===== src/rtl/spi_pkg.sv =====
// spi_pkg: FSM state type and default sizes shared by the SPI burst controller.
package spi_pkg;
  localparam int SLAVES_DEF  = 4;
  localparam int D_WIDTH_DEF = 8;
  typedef enum logic [1:0] {IDLE, ARM, XFER, DONE} state_t;
endpackage


===== src/rtl/spi_sync_fifo.sv =====
// spi_sync_fifo: single-clock FIFO; head shown combinationally (0 when empty), full pushes and empty pops are ignored.
module spi_sync_fifo #(
  parameter int W     = 8,
  parameter int DEPTH = 8
) (
  input  logic         clk,
  input  logic         rst,
  input  logic         push,
  input  logic [W-1:0] wdata,
  input  logic         pop,
  output logic [W-1:0] rdata,
  output logic         full,
  output logic         empty
);
  localparam int AW = $clog2(DEPTH);
  logic [W-1:0] mem [DEPTH];
  logic [AW-1:0] wp, rp;
  logic [AW:0] cnt;
  logic do_push, do_pop;
  assign full    = cnt == (AW+1)'(DEPTH);
  assign empty   = cnt == '0;
  assign do_push = push && !full;
  assign do_pop  = pop && !empty;
  assign rdata   = empty ? '0 : mem[rp];
  always_ff @(posedge clk or negedge rst)
    if (!rst) begin
      wp  <= '0;
      rp  <= '0;
      cnt <= '0;
    end else begin
      if (do_push) wp <= wp + 1'b1;
      if (do_pop) rp <= rp + 1'b1;
      cnt <= cnt + (AW+1)'(do_push) - (AW+1)'(do_pop);
    end
  always_ff @(posedge clk)
    if (do_push) mem[wp] <= wdata;
endmodule


===== src/rtl/spi_burst_ctrl.sv =====
// spi_burst_ctrl: streams cfg_len words from a TX FIFO through a downstream spi_master,
// collecting the returned words in an RX FIFO, with sticky underflow/overflow flags.
module spi_burst_ctrl
  import spi_pkg::*;
#(
  parameter int SLAVES     = SLAVES_DEF,
  parameter int D_WIDTH    = D_WIDTH_DEF,
  parameter int FIFO_DEPTH = 8
) (
  input  logic               clk,
  input  logic               rst,
  input  logic               start,
  input  logic [31:0]        cfg_addr,
  input  logic [7:0]         cfg_len,
  input  logic [D_WIDTH-1:0] tx_wdata,
  input  logic               tx_wvalid,
  output logic               tx_wready,
  output logic [D_WIDTH-1:0] rx_rdata,
  output logic               rx_rvalid,
  input  logic               rx_rready,
  output logic               active,
  output logic               done,
  output logic               err_udf,
  output logic               err_ovf,
  output logic               spi_enable,
  output logic               spi_cont,
  output logic [31:0]        spi_addr,
  output logic [D_WIDTH-1:0] spi_tx_data,
  input  logic               spi_busy,
  input  logic [D_WIDTH-1:0] spi_rx_data
);
  if (SLAVES < 1 || FIFO_DEPTH < 2) begin : g_bad_cfg
    $error("spi_burst_ctrl: SLAVES must be >=1 and FIFO_DEPTH >=2");
  end
  state_t state;
  logic [7:0] remaining;
  logic busy_q, stop, boundary, tx_pop, rx_push;
  logic tx_full, tx_empty, rx_full, rx_empty;
  // A word ends on the first idle cycle after busy; late busy after enable just delays it.
  assign boundary   = busy_q && !spi_busy;
  assign spi_enable = state == ARM && !tx_empty && !spi_busy;
  assign tx_pop     = spi_enable || (state == XFER && boundary && !stop && remaining > 8'd1);
  assign rx_push    = state == XFER && boundary;
  assign spi_cont   = (state == ARM || state == XFER) && remaining > 8'd1 && !stop;
  assign active     = state != IDLE;
  assign done       = state == DONE;
  assign tx_wready  = !tx_full;
  assign rx_rvalid  = !rx_empty;
  spi_sync_fifo #(.W(D_WIDTH), .DEPTH(FIFO_DEPTH)) u_tx (
    .clk(clk), .rst(rst), .push(tx_wvalid), .wdata(tx_wdata), .pop(tx_pop),
    .rdata(spi_tx_data), .full(tx_full), .empty(tx_empty)
  );
  spi_sync_fifo #(.W(D_WIDTH), .DEPTH(FIFO_DEPTH)) u_rx (
    .clk(clk), .rst(rst), .push(rx_push), .wdata(spi_rx_data), .pop(rx_rready),
    .rdata(rx_rdata), .full(rx_full), .empty(rx_empty)
  );
  always_ff @(posedge clk or negedge rst)
    if (!rst) begin
      state     <= IDLE;
      remaining <= '0;
      spi_addr  <= '0;
      err_udf   <= 1'b0;
      err_ovf   <= 1'b0;
      busy_q    <= 1'b0;
      stop      <= 1'b0;
    end else begin
      busy_q <= spi_busy;
      if (state == IDLE && start) begin
        err_udf <= 1'b0;
        err_ovf <= 1'b0;
        stop    <= 1'b0;
        if (cfg_len == 8'd0) state <= DONE;
        else begin
          spi_addr  <= cfg_addr;
          remaining <= cfg_len;
          state     <= ARM;
        end
      end
      if (spi_enable) state <= XFER;
      if (state == XFER && boundary) begin
        remaining <= remaining - 8'd1;
        if (rx_full) err_ovf <= 1'b1;
        // After an underflow the master runs one more word with cont dropped, then we stop.
        if (stop || remaining == 8'd1) state <= DONE;
        else if (tx_empty) begin
          err_udf <= 1'b1;
          stop    <= 1'b1;
        end
      end
      if (state == DONE) state <= IDLE;
    end
endmodule


===== config.mk =====
export PLATFORM = sky130hd
export DESIGN_NAME = spi_burst_ctrl
export DESIGN_NICKNAME = d
export VERILOG_FILES = /design/src/rtl/spi_pkg.sv /design/src/rtl/spi_sync_fifo.sv /design/src/rtl/spi_burst_ctrl.sv
export SDC_FILE = /design/constraint.sdc
export NUM_CORES = 1
export LEC_CHECK = 0
export ABC_AREA = 1
export CORE_MARGIN = 1.5
export CORE_UTILIZATION = 35
export CTS_CLUSTER_DIAMETER = 30
export DETAILED_ROUTE_END_ITERATION = 16
export GPL_TIMING_DRIVEN = 0
export SLEW_MARGIN = 20
export SYNTH_ARGS = -nofsm -noshare
export SYNTH_HDL_FRONTEND = slang
export SYNTH_SLANG_ARGS = --single-unit

===== constraint.sdc =====
create_clock -name clk -period 3.2 [get_ports clk]
set_input_delay 0.32 -clock clk [delete_from_list [all_inputs] [get_ports clk]]
set_output_delay 0.32 -clock clk [all_outputs]
set_load 0.02 [all_outputs]

After elaboration in Yosys (flattened, before gate mapping)
Memories as Yosys holds them, arrays and structs flattened.
Index checks and enable logic that the tools add are counted.
{"block": "classes", "reduce_logical": 30, "addsub": 9, "magnitude_cmp": 1, "n_mux": 26, "eq_ne": 7, "bitwise": 1}
{"cell": "8-bit two-way mux", "count": 5}
{"cell": "1-bit two-way mux", "count": 15}
{"cell": "1-bit logical AND", "count": 13}
{"cell": "3-bit by 1-bit adder with 3-bit output (second input constant)", "count": 4}
{"cell": "2-bit two-way mux", "count": 6}
{"cell": "4-bit by 1-bit adder with 4-bit output", "count": 2}
{"cell": "4-bit equality test (second input constant)", "count": 2}
{"cell": "8-bit by 1-bit equality test with 1-bit output (second input constant)", "count": 1}
{"cell": "8-bit by 1-bit > comparator with 1-bit output (second input constant)", "count": 1}
{"cell": "4-bit zero test", "count": 2}
{"cell": "8-bit zero test", "count": 1}
{"cell": "4-bit by 1-bit subtractor with 4-bit output", "count": 2}
{"cell": "8-bit by 1-bit subtractor with 8-bit output (second input constant)", "count": 1}
{"cell": "1-bit zero test", "count": 6}
{"cell": "2-bit equality test (second input constant)", "count": 2}
{"cell": "2-bit AND reduction", "count": 2}
{"cell": "2-bit nonzero test", "count": 2}
{"cell": "1-bit logical OR", "count": 3}
{"cell": "2-bit by 1-bit equality test with 1-bit output (second input constant)", "count": 1}
{"cell": "2-bit zero test", "count": 1}
{"cell": "2-bit by 1-bit != test with 1-bit output (second input constant)", "count": 1}
{"cell": "1-bit inverter", "count": 1}
{"block": "totals", "ram_bits": 128, "mem_count": 2, "reg_bits": 66, "output_inout_bits": 56}
{"name": "u_rx.mem", "depth": 8, "width": 8, "rd": 1, "rd_clocked_by_memory_dff": 0, "write_ports": 1, "line": "spi_sync_fifo.sv:16", "rtl": "logic [W-1:0] mem [DEPTH];"}
{"name": "u_tx.mem", "depth": 8, "width": 8, "rd": 1, "rd_clocked_by_memory_dff": 0, "write_ports": 1, "line": "spi_sync_fifo.sv:16"}

Longest topological paths before layout
Gate-level depths: netlist of run 1.
{"block": "depth", "word_depth": 8, "depth_mapped": 14, "mapped_depth_nobuf": 14}

Hierarchy
Synthesis of run 1 repeated with hierarchy kept, for this count alone.
{"block": "hier_totals", "cells_unflattened": 963, "area_unflattened_um2": 9022.4}
{"mod": "spi_sync_fifo", "n_inst": 2, "seq_area_each_um2": 2172.1, "cells_per_inst": 348, "area_each_um2": 3432.0}
{"mod": "spi_burst_ctrl", "n_inst": 1, "seq_area_each_um2": 1151.1, "cells_per_inst": 267, "area_each_um2": 2158.3}

Worst setup path after synthesis of run 1
No wires, ideal clock.
{"block": "synth_path", "kind": "reg2reg", "startpoint": "register state[0]", "endpoint": "register u_tx.cnt[2]", "stages_incl_launch_ff": 14, "synth_period_minus_slack_ps": 2247, "slack_ps": 953, "arrival_time_ps": 2122, "setup_ps": 124, "path_cell_list": "dfrtp_1 > inv_1 > ha_1 > nand3_2 > nor2_1 > o21ai_1 > nand2_1 > nand2_1 > inv_1 > ha_1 > inv_1 > ha_1 > fa_1 > xor2_1"}
{"block": "synth_between", "elab_chain_cells": 7}
{"element": "start: declaration", "line": "spi_burst_ctrl.sv:35", "rtl": "state_t state;"}
{"element": "start signal: assignment", "line": "spi_burst_ctrl.sv:59", "rtl": "state <= IDLE;"}
{"element": "start signal: assignment", "line": "spi_burst_ctrl.sv:72", "rtl": "if (cfg_len == 8'd0) state <= DONE;"}
{"element": "start signal: assignment", "line": "spi_burst_ctrl.sv:76", "rtl": "state <= ARM;"}
{"element": "2-bit equality test", "line": "spi_burst_ctrl.sv:42", "rtl": "assign tx_pop = spi_enable || (state == XFER && boundary && !stop && remaining > 8'd1);"}
{"element": "1-bit logical AND (3 in series)", "line": "spi_burst_ctrl.sv:42"}
{"element": "1-bit logical OR *", "line": "spi_burst_ctrl.sv:42"}
{"element": "1-bit logical AND *", "line": "spi_sync_fifo.sv:23", "rtl": "assign do_pop = pop && !empty;"}
{"element": "via u_tx.do_pop", "line": "spi_sync_fifo.sv:19", "rtl": "logic do_push, do_pop;"}
{"element": "4-bit by 1-bit subtractor with 4-bit output *", "line": "spi_sync_fifo.sv:33", "rtl": "cnt <= cnt + (AW+1)'(do_push) - (AW+1)'(do_pop);"}
{"element": "end signal: assignment", "line": "spi_sync_fifo.sv:33"}
{"element": "end: declaration", "line": "spi_sync_fifo.sv:18", "rtl": "logic [AW:0] cnt;"}
The timed path passes the listed nets; every way through them passes the cells marked *.
A chain may end at the register's enable or synchronous reset.

Final worst setup path of run 1
{"block": "layout_path", "startpoint": "register u_tx.cnt[2]", "endpoint": "output port spi_tx_data[3]"}
{"block": "layout_between", "elab_chain_cells": 2}
{"element": "4-bit zero test", "line": "spi_sync_fifo.sv:21", "rtl": "assign empty = cnt == '0;"}
{"element": "8-bit two-way mux", "line": "spi_sync_fifo.sv:24", "rtl": "assign rdata = empty ? '0 : mem[rp];"}
{"element": "end: declaration", "line": "spi_burst_ctrl.sv:28", "rtl": "output logic [D_WIDTH-1:0] spi_tx_data,"}
Every way passes these cells.

==> impl_metrics.yaml, run 1 <==
pwr:
  ir_worst_vdd_v: 0.000377
  share_comb_of_total_power_pct: 43.0
  power_frac_seq_pct: 35.3
  sw_frac_of_total_pct: 39.6
  power.density_nw_per_um2: 942
  clkPwrFrac_pct: 21.7
  p_leak_uw: 0.00427
  internal_power_uw: 6010
  p_sw_uw: 3950
cells_and_area:
  final_cells: 1266
  multi_input_area_um2: 2390
  fin_area_um2: 10600
  final_core_util_pct: 45.0
  antennaDiodeCount: 0
  seqCellArea_um2: 5500
  fillers: 2188
  drive_gt1_share_pct: 6.76
  nNetsFinal: 1020
  syn_to_final_growth_pct: 26.4
clock_tree:
  ctsHoldBuffers: 1
  ctsLongestPathBuffers: 2
  cts.repair.resized: 0
  cts_made_buffers: 17
  cts_tree: "yes"
  clk_latency_ps: 440
  path_clk_slew_ps: 80
  cts_root_buf: "clkbuf_16"
  cts_setup_buffers: 0
  htreeDepth: 4
  cts.sinks: 194
synth:
  synth_top_area_share_pct: 46.0
  ys_ff_latch: 194
  ys_seq_area_share_pct: 65.7
  synth.distinct_cells: 26
  synthTopCellsByArea: "edfxtp_1, dfrtp_1, o21ai_0"
  yosysTopAreaCell: "edfxtp_1"
  synthCells: 796
  yosys.area_share.simple_pct: 13.7
  synth_fa_ha_area_share_pct: 3.77
  synth_nets: 882
  syn_area_per_cell_um2: 10.5
  synth_xor_xnor_area_share_pct: 0.942
  synth-compound-area-share_pct: 10.1
  netlist_area_um2: 8360
  ys_warn_count: 0
  synth_top_family_by_area: "simple AND/OR/NAND/NOR gates"
  synthMuxAreaShare_pct: 0
die:
  die_x_um: 158
  core_area_um2: 23500
  die_h_um: 158
  rows: 56
  start_util_pct: 35.6
  io_pins: 118
  die-area_um2: 24800
sta:
  maxSlewViolCount: 0
  fin_crit_ps: 2960
  layout_setup_ws_ps: 242
  fin_crit_sh_pct: 92.4
  finClkSkew_ps: 17.9
  finalSetupViolCount: 0
  fmaxAchievable_mhz: 338
  fin_setup_tns_ps: 0
  finalHoldViolations: 0
  tightest_slew_ps: 1020
  rsz0062_at_grt: "no"
  maxSlewHeadroom_pct: 31.9
flow_run:
  max-cap-violations: 0
worst_setup_path:
  critPathCaptureType: "output port"
  arrival_ps: 2640
  worstPathMaxFanout: 10
  critPathRequiredTime_ps: 2880
  cp-start-kind: "register"
  path_class: "register to output port"
routing:
  drtIter0Drc: 508
  routed_wl_mm: 19.2
  viasPerCell: 4.67
  dr.pass1.iters: 5
  vias: 5910
  post-route-drc-count: 0
  antenna_left: 0
  avgRoutedWirePerCell_um: 15.2
global_route:
  grt_pass1_wl_mm: 30.7
  first_global_vias: 5854
  grt_overflow: 0
  grt_max_degree: 35
  grt.total_usage_pct: 16.4
  antenna_found_initial: 0
placement:
  place_ws_ps: 437
  place_area_um2: 9950
  dp.cells: 1233
  gp_congestion: 0.820
  dpl.hpwl_mm: 12.9
  port_buffers: 117
outcome:
  status: "complete, no violations"
worst_hold_path:
  hp-class: "input port to register"
-- flip-flops by register name (all words and copies together), names as in the netlist --
name / flops
u_rx.wp: 3
u_tx.rp: 3
u_rx.rp: 3
u_tx.wp: 3
u_rx.cnt: 4
stop: 1
remaining: 8
u_tx.mem: 64
u_rx.mem: 64
err_udf: 1
busy_q: 1
state: 2
spi_addr: 32
err_ovf: 1
u_tx.cnt: 4
-- stage by stage --
step           hold slack, ps  power, µW
2_1_floorplan            24.4       6120
3_3_place_gp              465       7830
3_5_place_dp              309       7880
4_1_cts                   354      10100
5_1_grt                   370      10700
6_report                  371       9960
-- layout make-up --
class | count | share of cell area, %
Sequential cell | 194 | 52.0
Clock inverter | 15 | 1.72
Timing Repair Buffer | 119 | 11.3
Clock buffer | 17 | 4.03
Buffer | 31 | 1.76
Inverter | 79 | 2.81
Multi-Input combinational cell | 492 | 22.6
Tap cell | 319 | 3.78
-- Yosys cell counts --
cell type and instances:
or2_2 2, buf_6 4, o21ai_2 1, nand3_1 24, edfxtp_1 128, buf_1 2
xor2_1 6, a31oi_1 1, buf_2 10, inv_2 3, o21ai_0 155, clkbuf_1 7
o211ai_1 2, xnor2_1 3, clkbuf_2 1, fa_1 2, inv_1 76, buf_4 7
ha_1 22, o21ai_1 4, nand3_2 2, dfrtp_1 66, or2_1 1, a21oi_1 4
nor2_1 161, nand2_1 102
-- per-layer routing --
metal  share of wire (%)  global-route usage [%]  up-vias  routed length [µm]
li1                    -                       -     2926                   -
met1                  48                    22.2     2803                9160
met2                  45                    25.6      156                8640
met3                 5.8                    3.97       25                1130
met4                 1.7                    5.93        0                 325
met5                   0                       0        -                   0
-- worst paths after layout --
check,from,endpoint,slack (ps),cells after the start
worst min register to register,spi_addr[3],spi_addr[3],490,2
min in group asynchronous,rst,spi_addr[27],380,2
worst min-delay path,spi_busy,busy_q,370,1
max in group asynchronous,rst,u_rx.cnt[0],2280,3
worst max register to register,state[0],u_rx.mem[4][1],650,7
worst max-delay path,u_tx.cnt[2],spi_tx_data[3],240,7
-- power groups by stage --
stage / sequential (µW) / combinational (µW) / clock [µW]
2_1_floorplan: 3750 / 2370 / 0
3_3_place_gp: 3550 / 4270 / 0
3_5_place_dp: 3560 / 4320 / 0
4_1_cts: 3520 / 4350 / 2190
5_1_grt: 3580 / 4810 / 2290
6_report: 3520 / 4280 / 2160
-- critical path: stages, from the launching register on --
cell and delay, ps:
dfrtp_1 320, inv_1 60, ha_1 200, nand2_1 140, clkbuf_1 430, o21ai_0 230
nor2_1 180, clkdlybuf4s50_1 630
-- placed cells by master (no fill, tap or decap) --
master | Yosys | layout
edfxtp_1 | 128 | 128
or2_2 | 2 | 2
nand3_2 | 2 | 2
buf_2 | 10 | 10
inv_1 | 76 | 76
clkinv_8 | 0 | 4
dlygate4sd3_1 | 0 | 1
xnor2_1 | 3 | 3
clkinv_4 | 0 | 2
a31oi_1 | 1 | 1
clkbuf_2 | 1 | 1
nand2_1 | 102 | 102
clkdlybuf4s50_1 | 0 | 116
inv_2 | 3 | 3
nor2_1 | 161 | 161
clkbuf_16 | 0 | 17
o21ai_2 | 1 | 1
inv_12 | 0 | 1
a21oi_1 | 4 | 4
inv_6 | 0 | 3
dfrtp_1 | 66 | 66
xor2_1 | 6 | 6
nand3_1 | 24 | 24
or2_1 | 1 | 1
buf_1 | 2 | 2
buf_4 | 7 | 8
o21ai_0 | 155 | 155
buf_6 | 4 | 4
inv_8 | 0 | 5
ha_1 | 22 | 22
buf_12 | 0 | 1
o21ai_1 | 4 | 4
o211ai_1 | 2 | 2
fa_1 | 2 | 2
clkbuf_1 | 7 | 7
-- cell families after synthesis --
family / count (synthesis)
AND/OR/NAND/NOR: 292
flip-flops: 194
AO/OA/AOI/OAI: 167
buffers and inverters: 110
adder cells (fa/ha/maj): 24
XOR/XNOR: 9
Note: power is estimated with default switching activity, not from simulation.
==> run 2: changes to the inputs <==
--- a/config.mk
+++ b/config.mk
@@ -9,6 +9,7 @@
 export CORE_MARGIN = 1.5
 export CORE_UTILIZATION = 35
 export CTS_CLUSTER_DIAMETER = 30
+export CTS_CLUSTER_SIZE = 30
 export DETAILED_ROUTE_END_ITERATION = 16
 export GPL_TIMING_DRIVEN = 0
 export SLEW_MARGIN = 20
==> results of run 2 <==
Final layout, timing and power as in run 1 (identical DEF).
